## src/rtl/hazard_ctrl.sv

```systemverilog
// Pipeline hazard controller: merges ID/EX/MEM stall requests and exceptions
// into a stall bus, a flush pulse and a redirect PC; supervises the divider.
//
// state    | meaning
// IDLE     | no multi-cycle operation in flight
// DIV_BUSY | divider running; EX stalled until div_done, exception or reset
module hazard_ctrl (
  input  logic        clk,
  input  logic        rst,
  input  logic        stallreq_id,
  input  logic        stallreq_ex,
  input  logic        div_done,
  input  logic        stallreq_mem,
  input  logic        excp_valid,
  input  logic        excp_is_eret,
  input  logic [31:0] epc,
  output logic [5:0]  stall,
  output logic        flush,
  output logic [31:0] new_pc,
  output logic        div_cancel,
  output logic        div_timeout
);

  localparam logic [31:0] EXCP_VECTOR = 32'hBFC0_0380;
  localparam logic [5:0]  STALL_ID    = 6'b001111;
  localparam logic [5:0]  STALL_EX    = 6'b011111;
  localparam logic [5:0]  STALL_MEM   = 6'b111111;

  typedef enum logic [0:0] {IDLE, DIV_BUSY} state_t;

  state_t      state, state_nxt;
  logic [5:0]  wait_cnt, wait_cnt_nxt;
  logic        timeout_nxt;
  logic        pend, pend_eret;
  logic [31:0] pend_epc;

  logic        exc_taken;
  logic        exc_eret;
  logic [31:0] exc_epc;
  logic        ex_req;

  // A latched (older) exception always wins over one presented this cycle.
  assign exc_taken = rst && (excp_valid || pend) && !stallreq_mem;
  assign exc_eret  = pend ? pend_eret : excp_is_eret;
  assign exc_epc   = pend ? pend_epc  : epc;
  assign ex_req    = (state == DIV_BUSY) ? !div_done : stallreq_ex;

  always_comb begin
    stall        = 6'b000000;
    flush        = 1'b0;
    new_pc       = 32'h0;
    div_cancel   = 1'b0;
    state_nxt    = state;
    wait_cnt_nxt = wait_cnt;
    timeout_nxt  = div_timeout;
    if (!rst) begin
      state_nxt    = IDLE;
      wait_cnt_nxt = 6'd0;
      timeout_nxt  = 1'b0;
    end else if (exc_taken) begin
      flush      = 1'b1;
      new_pc     = exc_eret ? exc_epc : EXCP_VECTOR;
      div_cancel = (state == DIV_BUSY);
      state_nxt  = IDLE;
    end else begin
      if (stallreq_mem)     stall = STALL_MEM;
      else if (ex_req)      stall = STALL_EX;
      else if (stallreq_id) stall = STALL_ID;

      case (state)
        IDLE: begin
          if (stallreq_ex && !stallreq_mem) begin
            state_nxt    = DIV_BUSY;
            wait_cnt_nxt = 6'd0;
          end
        end
        DIV_BUSY: begin
          if (div_done) begin
            state_nxt = IDLE;
          end else begin
            // Flag as the counter reaches 63 so the error is visible on that cycle.
            if (wait_cnt >= 6'd62) timeout_nxt = 1'b1;
            if (wait_cnt != 6'd63) wait_cnt_nxt = wait_cnt + 6'd1;
          end
        end
        default: state_nxt = IDLE;
      endcase
    end
  end

  always_ff @(posedge clk) begin
    state       <= state_nxt;
    wait_cnt    <= wait_cnt_nxt;
    div_timeout <= timeout_nxt;
  end

  always_ff @(posedge clk) begin
    if (!rst) begin
      pend      <= 1'b0;
      pend_eret <= 1'b0;
      pend_epc  <= 32'h0;
    end else if (exc_taken) begin
      pend <= 1'b0;
    end else if (excp_valid && stallreq_mem && !pend) begin
      pend      <= 1'b1;
      pend_eret <= excp_is_eret;
      pend_epc  <= epc;
    end
  end

endmodule
```

## config.mk

```make
export PLATFORM = sky130hd
export DESIGN_NAME = hazard_ctrl
export DESIGN_NICKNAME = d
export VERILOG_FILES = /design/src/rtl/hazard_ctrl.sv
export SDC_FILE = /design/constraint.sdc
export NUM_CORES = 1
export LEC_CHECK = 0
export CAP_MARGIN = 25
export CORE_AREA = 2 2 77 79
export DETAILED_ROUTE_END_ITERATION = 12
export DIE_AREA = 0 0 79 81
export GPL_ROUTABILITY_DRIVEN = 0
export PLACE_DENSITY = 0.75
export SLEW_MARGIN = 20
export SYNTH_ARGS = -nofsm -noshare
export SYNTH_HDL_FRONTEND = slang
export SYNTH_SLANG_ARGS = --single-unit
```

## constraint.sdc

```tcl
create_clock -name clk -period 1.4 [get_ports clk]
set_clock_uncertainty 0.15 [all_clocks]
set_input_delay 0.21 -clock clk [delete_from_list [all_inputs] [get_ports clk]]
set_output_delay 0.21 -clock clk [all_outputs]
set_load 0.01 [all_outputs]
```

==> impl_metrics.py <==
metrics = {
    "outcome": {
        "status": "finished, violations left",
        "violations": "negative setup slack",
    },
    "critical_path": {
        "critPathBufInv": 2,
        "required_ps": 1040,
        "cp-end-kind": "output pin",
        "critPathSlowestCell": "dfxtp_4",
        "crit_chain": "mux2_4, buf_12, a21oi_4, buf_2",
        "path_delay_family": "flip-flops",
        "critPathLaunchType": "register",
        "path_class": "reg2out",
        "slowest_delay_ps": 380,
        "cp_max_fo": 5,
        "cp.arrival_ps": 1480,
    },
    "cts": {
        "numCtsBuffers": 5,
        "clk_latency_ps": 290,
        "clock_path_buffers": 2,
        "ctsHtreeMaxLevel": 2,
        "cts_tree": "built",
        "cts-root-buf": "clkbuf_8",
        "cts.reportedPaths.clkPinSlew_ps": 80,
        "clkSinkCount": 42,
    },
    "yosys": {
        "synth_top_area_share_pct": 38.9,
        "syn_area_per_cell_um2": 7.61,
        "synthTopCellsByArea": "dfxtp_1 (39%), mux2i_1 (15%), nand2_1 (13%), a21oi_1 (11%), nor2_1 (4.7%)",
        "synth_fp_nets": 326,
        "synthesis.area_um2": 2160,
        "synthXorXnorAreaFrac_pct": 0,
        "ys_async_sr_fraction_pct": 0,
        "synth_top_family_by_area": "simple AND/OR/NAND/NOR gates",
        "ys_seq_elements": 42,
        "ys.flop_type": "dfxtp_1",
        "synthCells": 284,
        "yosysSeqAreaShare_pct": 38.9,
        "synth_area_leader_cell": "dfxtp_1",
        "synthAdderAreaFrac_pct": 1.16,
        "synth_mux_area_share_pct": 15.3,
        "synth-edff-count": 0,
        "post_synth_num_cell_types": 29,
        "synth_compound_gate_area_share_pct": 17.0,
        "synth_warnings": 0,
        "synth-simple-area-share_pct": 21.7,
    },
    "final_layout": {
        "layout_common_cells": "nand2_1 (69), dfxtp_1 (40), clkdlybuf4s50_1 (36)",
        "syn2layout_area_growth_pct": 76.5,
        "layout_commonest_cell": "nand2_1",
        "num_antenna_cells": 0,
        "utilization_pct": 67.2,
        "fin_area_um2": 3810,
        "drive_above_1_share_pct": 42.4,
        "fillers": 477,
        "nets": 441,
    },
    "detailed_routing": {
        "drc": 0,
        "drt_wl_total_mm": 6.77,
        "first_pass_iters": 4,
        "viasPerCell": 5.06,
        "drt_iter0_markers": 91,
        "ant_nets": 0,
        "vias": 2397,
        "wl_per_cell_um": 14.3,
    },
    "sta": {
        "slew_headroom_pct": 80.1,
        "period_minus_slack_ps": 1840,
        "worst_slew_pin_slew_ps": 291,
        "hold_slack_ps": 305,
        "setup_tns_ps": -19630,
        "finalHoldViolCount": 0,
        "slew_violations": 0,
        "setup_ws_ps": -444,
        "rsz0062_at_grt": "yes",
        "finalSetupViolations": 79,
        "clock.fmax_ghz": 0.542,
        "finalCritPeriodShare_pct": 132,
    },
    "die": {
        "ios": 81,
        "die_y_um": 81,
        "initial_core_util_pct": 38.1,
        "dieArea_um2": 6400,
        "placementRows": 28,
        "coreArea_um2": 5680,
        "fp.dieW_um": 79,
    },
    "job": {
        "cap_violations": 0,
    },
    "hold_path": {
        "min_path_type": "reg2reg",
    },
    "placed_design": {
        "place_hpwl_mm": 4.21,
        "pre_cts_ws_ps": -910,
        "port_buffers": 80,
        "dpl_cell_area_um2": 3410,
    },
    "global_routing": {
        "grt_util_all_layers_pct": 20.7,
        "grt-ovfl-total": 0,
        "grt_pass1_vias": 2247,
        "grt_pass1_wl_mm": 10.4,
        "grt_start_max_net_pins": 20,
        "antenna_found_initial": 0,
    },
    "pwr": {
        "peakVddDrop_uv": 492,
        "p_leak_uw": 0.00149,
        "p_per_area_nw_per_um2": 724,
    },
}
## worst register-to-register path: stages (launching register included)
cell and delay (ps):
dfxtp_4 370, or2_4 250, buf_4 150, a21oi_4 240, a41oi_1 150, a311oi_1 200
## Yosys cell counts, types with 2 or more instances
library cell and n:
mux2i_1 32, nand3_1 2, nand2b_1 2, and2_1 2, ha_1 2, a21oi_1 49
nor2_1 27, inv_1 4, buf_4 3, buf_2 7, a311oi_1 4, clkbuf_1 11
o22ai_1 2, dfxtp_1 42, a41oi_1 3, o21ai_0 3, nand2_1 77
## layout make-up
| type | count | area (um2) | area share (%) |
|---|---|---|---|
| Clock buffer | 7 | 76.3 | 2.00 |
| Sequential cell | 42 | 846 | 22.2 |
| Timing Repair Buffer | 130 | 1230 | 32.3 |
| Tap cell | 75 | 93.8 | 2.46 |
| Inverter | 5 | 21.3 | 0.558 |
| Multi-Input combinational cell | 215 | 1550 | 40.5 |
## report_power, final
group          total, uW  leakage (uW)  switching, uW  internal (uW)
clock network        731     0.0000383            388            344
registers           1270      0.000343           26.4           1240
logic                763       0.00111            361            401
## repair_timing
item / CTS / global route
hold buffers: 0 / 0
gates cloned: 6 / 0
setup endpoints to repair: 81 / 76
gates resized for setup: 217 / 47
pin swaps: 30 / 3
setup buffers: 4 / 7
## kinds of logic (layout without fill, tap and decap cells)
group	Yosys count	count (layout)
adders and majority gates	2	2
buffers and inverters	27	142
AOI/OAI and AO/OA	64	64
muxes	33	33
DFF	42	42
and+or+nand+nor	116	116
## flip-flops by register name, summed over array words and instances, names as in the netlist
name         cells
div_timeout      1
pend             1
pend_epc        32
pend_eret        1
state            1
wait_cnt         6
## per-layer routing
| metal | vias to the layer above | global-route usage (%) | wire length (um) |
|---|---|---|---|
| li1 | 1179 | - | - |
| met1 | 1138 | 25.2 | 2970 |
| met2 | 72 | 36.5 | 3360 |
| met3 | 8 | 4.89 | 364 |
| met4 | 0 | 6.03 | 77 |
| met5 | - | 0 | 0 |
## stage by stage
stage | power [uW] | cells
after floorplan | 1620 | 284
after global placement | 1920 | 451
after detailed placement | 1930 | 451
after CTS | 2730 | 467
after global routing | 2890 | 474
final | 2760 | 474
## path summary, 6_finish.rpt
check	start	end	slack, ps	depth (start not counted)
worst max-delay path	pend$_SDFFE_PP0P_	new_pc[24]	-440	4
worst max register to register	pend$_SDFFE_PP0P_	wait_cnt[4]$_SDFFE_PN0P_	-190	5
worst min-delay path	pend_epc[27]$_SDFFE_PN0P_	pend_epc[27]$_SDFFE_PN0P_	300	2
worst min register to register	pend_epc[27]$_SDFFE_PN0P_	pend_epc[27]$_SDFFE_PN0P_	300	2
Power figures use the tool's default switching activity.
